### src/rtl/cpu_types_pkg.sv
// ---- cpu_types_pkg : shared CPU phase type, interrupt sources, IF/IE map (rev 1.0) ----
`default_nettype none

package cpu_types_pkg;

  typedef enum logic [1:0] {
    T1 = 2'd0,
    T2 = 2'd1,
    T3 = 2'd2,
    T4 = 2'd3
  } t_phase_t;

  typedef enum logic [2:0] {
    VBLANK = 3'd0,
    STAT   = 3'd1,
    TIMER  = 3'd2,
    SERIAL = 3'd3,
    JOYPAD = 3'd4
  } irq_src_e;

  typedef enum logic [0:0] {
    IDLE     = 1'b0,
    DISPATCH = 1'b1
  } ic_state_t;

  localparam int unsigned NUM_IRQ     = 5;
  localparam logic [7:0]  VECTOR_BASE = 8'h40;
  localparam logic [15:0] ADDR_IF     = 16'hFF0F;
  localparam logic [15:0] ADDR_IE     = 16'hFFFF;

  function automatic logic [7:0] irq_vector(input logic [2:0] idx);
    return VECTOR_BASE + {2'b00, idx, 3'b000};
  endfunction

endpackage

`default_nettype wire

### src/rtl/interrupt_controller_if.sv
// ---- interrupt_controller_if : CPU memory-cycle bus into the IF/IE registers (rev 1.0) ----
`default_nettype none

interface interrupt_controller_if;
  logic [15:0] bus_addr;
  logic [7:0]  bus_wdata;
  logic        bus_rd;
  logic        bus_wr;
  logic [7:0]  bus_rdata;
  logic        bus_hit;

  modport master (
    output bus_addr, bus_wdata, bus_rd, bus_wr,
    input  bus_rdata, bus_hit
  );

  modport slave (
    input  bus_addr, bus_wdata, bus_rd, bus_wr,
    output bus_rdata, bus_hit
  );
endinterface

`default_nettype wire

### src/rtl/irq_priority_encoder.sv
// ---- irq_priority_encoder : lowest-index-first encoder over the pending sources (rev 1.0) ----
`default_nettype none

module irq_priority_encoder
  import cpu_types_pkg::*;
(
  input  logic [NUM_IRQ-1:0] i_req,
  output logic               o_valid,
  output logic [2:0]         o_idx
);

  always_comb begin
    o_valid = |i_req;
    o_idx   = 3'd0;
    // Scan downward so the lowest set bit is the last one written.
    for (int i = NUM_IRQ - 1; i >= 0; i--) begin
      if (i_req[i]) o_idx = 3'(i);
    end
  end

endmodule

`default_nettype wire

### src/rtl/interrupt_controller.sv
// ---- interrupt_controller : IF/IE registers, dispatch FSM, vector latch (rev 1.0) ----
// Optional macro IRQ_EDGE_DETECT_EN: irq_req treated as levels with 0->1 edge detection.
`default_nettype none

module interrupt_controller
  import cpu_types_pkg::*;
(
  input  logic                   clk,
  input  logic                   reset,
  input  t_phase_t               t_phase,
  interrupt_controller_if.slave  bus,
  input  logic [NUM_IRQ-1:0]     irq_req,
  input  logic                   ime,
  output logic                   int_pending,
  output logic                   int_take,
  input  logic                   int_ack,
  input  logic                   int_done,
  output logic [7:0]             int_vector
);

  ic_state_t          r_state, w_state_nx;
  logic [NUM_IRQ-1:0] r_if, w_if_nx, w_req_evt;
  logic [7:0]         r_ie, w_ie_nx, r_vec, r_rdata;
  logic               w_hit, w_if_wr, w_ie_wr, w_ack_take, w_rd_hit;
  logic               w_enc_valid;
  logic [2:0]         w_enc_idx;

  assign w_hit      = (bus.bus_addr == ADDR_IF) || (bus.bus_addr == ADDR_IE);
  assign w_if_wr    = bus.bus_wr && (t_phase == T4) && (bus.bus_addr == ADDR_IF);
  assign w_ie_wr    = bus.bus_wr && (t_phase == T4) && (bus.bus_addr == ADDR_IE);
  assign w_rd_hit   = bus.bus_rd && (t_phase == T3) && w_hit;
  assign w_ack_take = int_ack && (r_state == IDLE);
  assign w_ie_nx    = w_ie_wr ? bus.bus_wdata : r_ie;

`ifdef IRQ_EDGE_DETECT_EN
  logic [NUM_IRQ-1:0] r_irq_prev;

  always_ff @(posedge clk or posedge reset) begin
    if (reset) r_irq_prev <= '0;
    else       r_irq_prev <= irq_req;
  end

  assign w_req_evt = irq_req & ~r_irq_prev;
`else
  assign w_req_evt = irq_req;
`endif

  // Ack arbitrates against the IE value being committed this edge, so an
  // overwrite of IE coinciding with the ack cancels the dispatch.
  irq_priority_encoder u_prio (
    .i_req   (w_ie_nx[NUM_IRQ-1:0] & r_if),
    .o_valid (w_enc_valid),
    .o_idx   (w_enc_idx)
  );

  always_comb begin
    w_if_nx = w_if_wr ? bus.bus_wdata[NUM_IRQ-1:0] : r_if;
    if (w_ack_take && w_enc_valid) w_if_nx = w_if_nx & ~(5'b00001 << w_enc_idx);
    w_if_nx = w_if_nx | w_req_evt;
  end

  always_comb begin
    w_state_nx = r_state;
    case (r_state)
      IDLE:     if (int_ack)  w_state_nx = DISPATCH;
      DISPATCH: if (int_done) w_state_nx = IDLE;
      default:  w_state_nx = IDLE;
    endcase
  end

  always_ff @(posedge clk or posedge reset) begin
    if (reset) r_state <= IDLE;
    else       r_state <= w_state_nx;
  end

  always_ff @(posedge clk or posedge reset) begin
    if (reset) begin
      r_if    <= '0;
      r_ie    <= 8'h00;
      r_vec   <= 8'h00;
      r_rdata <= 8'hFF;
    end else begin
      r_if <= w_if_nx;
      r_ie <= w_ie_nx;
      if (w_ack_take) r_vec <= w_enc_valid ? irq_vector(w_enc_idx) : 8'h00;
      if (w_rd_hit)   r_rdata <= (bus.bus_addr == ADDR_IF) ? {3'b111, r_if} : r_ie;
    end
  end

  assign int_pending   = |(r_ie[NUM_IRQ-1:0] & r_if);
  assign int_take      = int_pending && ime && (r_state == IDLE);
  assign int_vector    = r_vec;
  assign bus.bus_rdata = r_rdata;
  assign bus.bus_hit   = w_hit;

endmodule

`default_nettype wire

### src/flat_wrapper.sv
// flat-port wrapper written by rule: the top's interface ports become plain ports
module interrupt_controller_flat import cpu_types_pkg::*;
  (clk, reset, t_phase, irq_req, ime, int_pending, int_take, int_ack, int_done, int_vector, bus_bus_addr, bus_bus_wdata, bus_bus_rd, bus_bus_wr, bus_bus_rdata, bus_bus_hit);
  interrupt_controller_if bus_i ();
  input  logic clk;
  input  logic reset;
  input  t_phase_t t_phase;
  input  logic [NUM_IRQ-1:0] irq_req;
  input  logic ime;
  output logic int_pending;
  output logic int_take;
  input  logic int_ack;
  input  logic int_done;
  output logic [7:0] int_vector;
  input wire logic [$bits(bus_i.bus_addr)-1:0] bus_bus_addr;
  input wire logic [$bits(bus_i.bus_wdata)-1:0] bus_bus_wdata;
  input wire logic [$bits(bus_i.bus_rd)-1:0] bus_bus_rd;
  input wire logic [$bits(bus_i.bus_wr)-1:0] bus_bus_wr;
  output wire logic [$bits(bus_i.bus_rdata)-1:0] bus_bus_rdata;
  output wire logic [$bits(bus_i.bus_hit)-1:0] bus_bus_hit;
  assign bus_i.bus_addr = bus_bus_addr;
  assign bus_i.bus_wdata = bus_bus_wdata;
  assign bus_i.bus_rd = bus_bus_rd;
  assign bus_i.bus_wr = bus_bus_wr;
  assign bus_bus_rdata = bus_i.bus_rdata;
  assign bus_bus_hit = bus_i.bus_hit;
  interrupt_controller u_core (.clk(clk), .reset(reset), .t_phase(t_phase), .bus(bus_i), .irq_req(irq_req), .ime(ime), .int_pending(int_pending), .int_take(int_take), .int_ack(int_ack), .int_done(int_done), .int_vector(int_vector));
endmodule
### config.mk
export PLATFORM = sky130hd
export DESIGN_NAME = interrupt_controller_flat
export DESIGN_NICKNAME = d
export VERILOG_FILES = /design/src/rtl/cpu_types_pkg.sv /design/src/rtl/interrupt_controller_if.sv /design/src/rtl/irq_priority_encoder.sv /design/src/rtl/interrupt_controller.sv /design/src/flat_wrapper.sv
export SDC_FILE = /design/constraint.sdc
export NUM_CORES = 1
export LEC_CHECK = 0
export CORE_MARGIN = 1.5
export CORE_UTILIZATION = 43
export DETAILED_ROUTE_END_ITERATION = 10
export PLACE_DENSITY = 0.89
export SYNTH_ARGS = -nofsm -noshare
export SYNTH_HDL_FRONTEND = slang
export SYNTH_SLANG_ARGS = --single-unit
export TNS_END_PERCENT = 10
### constraint.sdc
create_clock -name clk -period 2 [get_ports clk]
set_clock_uncertainty 0.1 [all_clocks]
set_input_delay 0.3 -clock clk [delete_from_list [all_inputs] [get_ports clk]]
set_output_delay 0.3 -clock clk [all_outputs]
set_load 0.02 [all_outputs]
# Word level (Yosys, flattened, before mapping)
# Index checks and enable logic that the tools add are counted.
dict set report word_totals {
  regBits 30
  out_inout_bits 19
  input_bits 38
}
dict set report op_classes {
  n_reduce_logical 12
  eq_ne 4
  n_addsub 1
  n_shift 1
  mux 13
  bitwise 6
}
# op n
set op_table {}
lappend op_table {{equality test 16 bit, second input constant} 2}
lappend op_table {{two-way mux 8 bit} 2}
lappend op_table {{bitwise AND 5 bit} 3}
lappend op_table {{two-way mux 3 bit} 5}
lappend op_table {{two-way mux 5 bit} 3}
lappend op_table {{OR reduction 5 bit} 2}
lappend op_table {{logical AND 1 bit} 9}
lappend op_table {{adder 7 x 6 -> 8 bit, first input constant} 1}
lappend op_table {{inverter 5 bit} 1}
lappend op_table {{OR 5 bit} 1}
lappend op_table {{left shift 1 x 3 -> 5 bit, first input constant} 1}
lappend op_table {{equality test 2 bit, second input constant} 2}
lappend op_table {{two-way mux 1 bit} 2}
lappend op_table {{case mux 1 bit (2 select lines)} 1}
lappend op_table {{logical OR 1 bit} 1}
lappend op_table {{inverter 1 bit} 1}

# Depth between registers and ports, before layout
dict set report logic_depth {
  ltp_word 15
  mapped_depth 7
  depth_no_buf 6
}

# Modules after synthesis
# Synthesis repeated with hierarchy kept, for this count alone.
dict set report hier_totals {
  hier_cells 135
  hier_area_um2 1483.9
}
# mod area_per_inst_um2 instances cells_per_inst seq_area_each_um2
set modules_own_cells {}
lappend modules_own_cells {interrupt_controller 1435.1 1 127 660.6}
lappend modules_own_cells {irq_priority_encoder 48.8 1 8 0.0}

# Worst setup path before layout
# No wires, ideal clock.
dict set report synth_timing {
  path_type {input port to output port}
  start {input bus_bus_addr[5]}
  end {output bus_bus_hit}
  required_ns 1.600
  arrival_time_ns 2.010
  setup_slack_ns -0.410
  path_stages 2
  path_cell_list {or4_4 a2111oi_0}
}
dict set report synth_between {
  elab_chain_cells 2
  elab_cells_between_ends 3
  classes_between {eq/ne (2); reduce/logical (1)}
}
# item line
set synth_rtl {}
lappend synth_rtl {{from (decl)} flat_wrapper.sv:15} ;# input wire logic [$bits(bus_i.bus_addr)-1:0] bus_bus_addr;
lappend synth_rtl {{equality test 16 bit} interrupt_controller.sv:28} ;# assign w_hit = (bus.bus_addr == ADDR_IF) || (bus.bus_addr == ADDR_IE);
lappend synth_rtl {{logical OR 1 bit (*)} interrupt_controller.sv:28}
lappend synth_rtl {{to (decl)} flat_wrapper.sv:20} ;# output wire logic [$bits(bus_i.bus_hit)-1:0] bus_bus_hit;
# Mark *: on every way between the ends. The rest lies on a longest branch, timed or not.

# Worst setup path in the final report
dict set report layout_timing {
  start {input bus_bus_addr[5]}
  end {register u_core.r_if[1]}
}
dict set report layout_between {
  elab_chain_cells 14
  elab_cells_between_ends 19
  classes_between {eq/ne (2); shift (1); mux (8); bitwise (4); reduce/logical (4)}
}
# item line
set layout_rtl {}
lappend layout_rtl {{equality test 16 bit} interrupt_controller.sv:30} ;# assign w_ie_wr = bus.bus_wr && (t_phase == T4) && (bus.bus_addr == ADDR_IE);
lappend layout_rtl {{logical AND 1 bit} interrupt_controller.sv:30}
lappend layout_rtl {{two-way mux 5 bit} interrupt_controller.sv:33} ;# assign w_ie_nx = w_ie_wr ? bus.bus_wdata : r_ie;
lappend layout_rtl {{bitwise AND 5 bit} interrupt_controller.sv:51} ;# .i_req (w_ie_nx[NUM_IRQ-1:0] & r_if),
lappend layout_rtl {{two-way mux 3 bit (5 in series)} irq_priority_encoder.sv:17} ;# if (i_req[i]) o_idx = 3'(i);
lappend layout_rtl {{left shift 1 x 3 -> 5 bit} interrupt_controller.sv:58} ;# if (w_ack_take && w_enc_valid) w_if_nx = w_if_nx & ~(5'b00001 << w_enc_idx);
lappend layout_rtl {{inverter 5 bit} interrupt_controller.sv:58}
lappend layout_rtl {{bitwise AND 5 bit} interrupt_controller.sv:58}
lappend layout_rtl {{two-way mux 5 bit (*)} interrupt_controller.sv:58}
lappend layout_rtl {{OR 5 bit (*)} interrupt_controller.sv:59} ;# w_if_nx = w_if_nx | w_req_evt;
lappend layout_rtl {{net u_core.w_if_nx[1]} interrupt_controller.sv:22} ;# logic [NUM_IRQ-1:0] r_if, w_if_nx, w_req_evt;
lappend layout_rtl {{to (signal assigned)} interrupt_controller.sv:83} ;# r_if <= w_if_nx;
lappend layout_rtl {{to (decl)} interrupt_controller.sv:22}
# The timed path passes the listed nets; every way through them passes the cells marked *.
# A chain may end at the register's enable or synchronous reset.

==> key figures <==
Global route
  • Largest net degree at the start of global routing: 27
  • First-pass GRT wire length: around 6900 µm
  • Number of global-route vias before repair: 1512
  • Initial antenna violation count: 0
  • GRT Overall Usage: 0.253
  • Total global routing overflow: 0

Synthesis
  • Count of state elements after synthesis: 26
  • Netlist cell types: 40
  • Synth warn: 0
  • Largest family of logic cells by synthesized area: simple AND/OR/NAND/NOR gates
  • Compound-gate portion of the synthesized area: 0.126
  • Simple-gate share of the synthesized area: 0.275
  • Top post-synthesis cells by area: dfrtp_1, dfstp_2, nand2_1
  • Post-synth EDFFs: 0
  • Post-Synthesis Cells: ~150
  • Top-area cell type share of the netlist area: 0.314
  • Mapped Area: around 1400 µm²
  • Top post-synthesis cells by count: nand2_1, dfrtp_1, nor2_1
  • Synth area leader: dfrtp_1
  • Top-count cell post-synth: nand2_1
  • Post-synthesis mux area share: 0.0994
  • Ys async rst share: 1.00
  • Avg Inst Size Synth: ~9.4 µm²
  • Post-Synth XOR/XNOR Area: 0
  • Synth Flop Type: dfrtp_1
  • Synth Area in Adders: 0
  • Sequential area share after synthesis: 0.460

Clock network
  • Clock latency on the worst-skew pair: ~330 ps
  • Hold Buf Count CTS: 0
  • CTS tree: built
  • Clk root buf: clkbuf_4
  • CTS sink count: 26
  • Worst-path clk slew: 150 ps
  • Max clock buf depth: 2
  • H-tree Lvls: 1
  • Number of buffers created by CTS: 3

STA
  • Final Setup Violations: 2
  • RSZ-0062 raised after global routing: yes
  • Final Slew Violations: 0
  • WHS: 212 ps
  • Final period demand of the worst path: about 2000 ps
  • Fmax: roughly 500 MHz
  • Fin. Hold Viols: 0
  • Final WS setup: -8.10 ps
  • Fin crit share: 1.00

Route
  • M1 WL: between 1500 and 2000 µm
  • Vias after detailed routing: roughly 1.5k
  • DR iter-0 viols: 44
  • Pre-Repair DR Iteration Count: 4
  • WL met3: about 230 µm
  • Uppermost layer routed: met4
  • Metal2 WL: 2220 µm
  • Aggregate routed wire length: between 4000 and 5000 µm
  • Vias per cell: 5.29
  • DRC viols: 0
  • Routed len/inst: 15.8 µm
  • Post-route antenna net violation count: 0

Placed design
  • DP HPWL: about 2800 µm
  • GPL Wtd Cong: ~0.82
  • PortBufs: 52
  • Placed inst area: around 2200 µm²

Setup path
  • CP delay by family, top: simple AND/OR/NAND/NOR gates
  • CP Buf/Inv Count: 3
  • CP max stage cell: or4_4
  • CP most frequent cell: or4_4
  • CP endpoint kind: flop
  • Crit path cell chain: clkbuf_2 > or4_4 > buf_6 > or4_4 > nor2_4 > buf_4 > mux2i_1 > o21bai_1
  • CP required: 2130 ps
  • CP startpoint kind: input port
  • Crit path kind: input port to flop
  • Critical Path Max Stage Delay: 560 ps
  • CP max FO: 3
  • CP Data Arrival Time: ~2100 ps

Die
  • Die footprint: around 3700 µm²
  • Core footprint: ~3100 µm²
  • Die W: approximately 60 µm
  • Die height: between 60 and 70 µm
  • # IOs: 57
  • Starting Density: 0.462
  • Std-Cell Rows: 20

Final layout
  • Final instance area: between 2000 and 2500 µm²
  • N_diodes: 0
  • Layout cells sized above 1: 0.364
  • Sequential standard cell area: 661 µm²
  • Area of the multi-input gates: 866 µm²
  • P&R area growth vs syn: 67.4%
  • Filler Cells Inserted: approximately 230
  • # nets final: about 280

Job
  • Max Cap Viol: 0

Hold path
  • Hold Path Class: input port to async pin

Power
  • PwrDens: around 440 nW/µm²
  • Leak Pwr: roughly 1.1 nW
  • Max VDD drop: around 350 µV

Status
  • Failing checks: negative setup slack
  • Outcome: complete, but fails checks
## layer usage
layer / up-vias / GRT usage
li1: 702 / -
met1: 701 / 0.314
met2: 61 / 0.430
met3: 17 / 0.0512
met4: 0 / 0.106
met5: - / 0
## logic make-up (layout without fill, tap and decap cells)
kind of cell | count (synthesis) | after routing
other cells | 1 | 4
flops | 26 | 26
mux | 14 | 14
simple gates | 79 | 79
buf+inv | 8 | 89
compound gates | 24 | 24
## per-stage QoR
step	worst slack, ps	TNS [ps]	total power [mW]	utilization	cells
4_1_cts	-85.1	-159	1.07	0.745	274
2_1_floorplan	-166	-1600	0.599	-	155
5_1_grt	-39.5	-178	1.11	0.774	280
3_3_place_gp	-721	-10140	0.700	0.701	269
3_5_place_dp	-759	-10970	0.702	0.701	269
6_report	-8.10	-14.3	1.07	0.774	280
## where the power goes
part           switching [mW]  total (mW)  internal (mW)
Clock                   0.167       0.370          0.203
Sequential            0.00420       0.538          0.534
Combinational          0.0714       0.160         0.0889
Total                   0.243        1.07          0.826
## cell type report
class,instances,area share
Timing Repair Buffer,83,0.317
Tap cell,44,0.0229
Clock buffer,3,0.00938
Multi-Input combinational cell,121,0.360
Sequential cell,26,0.275
Inverter,2,0.00313
Clock inverter,1,0.0125
## state kept, by name, summed over array words and instances, names as in the netlist
signal / flops
u_core.r_state: 1
u_core.r_ie: 8
u_core.bus.bus_rdata: 8
u_core.r_if: 5
u_core.int_vector: 4
## what timing repair did
item | 4_1_cts | 5_1_grt
setup buffers | 1 | 6
endpoints found under the setup margin | 20 | 19
gates resized for setup | 46 | 22
pin swaps | 8 | 11
## worst paths after layout
| kind | from | endpoint | slack [ps] | cells past startpoint |
|---|---|---|---|---|
| min in group clk | u_core.bus.bus_rdata[2]$_DFFE_PP1P_ | u_core.bus.bus_rdata[2]$_DFFE_PP1P_ | 380 | 2 |
| worst min register to register | u_core.bus.bus_rdata[2]$_DFFE_PP1P_ | u_core.bus.bus_rdata[2]$_DFFE_PP1P_ | 380 | 2 |
| max in group asynchronous | reset | u_core.bus.bus_rdata[5]$_DFFE_PP1P_ | 1280 | 3 |
| worst max register to register | u_core.r_if[0]$_DFF_PP0_ | u_core.r_if[2]$_DFF_PP0_ | 330 | 7 |
| worst min-delay path | reset | u_core.r_ie[3]$_DFF_PP0_ | 210 | 3 |
| worst max-delay path | bus_bus_addr[5] | u_core.r_if[1]$_DFF_PP0_ | -8 | 8 |
## worst reg2reg max path, cell delays in order (launching register included)
cell,delay [ps]
dfrtp_1,430
buf_4,170
nand2_1,90
a21oi_2,50
a311o_1,330
buf_4,160
nor3b_2,150
o21bai_1,90
## cells in the final DEF, fill, tap and decap left out, drive strengths merged, types with 2 or more instances in the layout
| cell | count |
|---|---|
| nand2 | 39 |
| buf | 35 |
| clkdlybuf4s50 | 33 |
| dfrtp | 18 |
| nor2 | 14 |
| mux2i | 12 |
| dfstp | 8 |
| o21ai | 8 |
| dlymetal6s2s | 6 |
| dlygate4sd2 | 6 |
| nor3 | 6 |
| clkbuf | 6 |
| nand4 | 5 |
| conb | 4 |
| a21oi | 4 |
| o21bai | 3 |
| or3 | 2 |
| inv | 2 |
| a31oi | 2 |
| or4 | 2 |
| nor3b | 2 |
| nand3 | 2 |
| mux2 | 2 |
No activity file was read; power rests on OpenSTA's default activity.
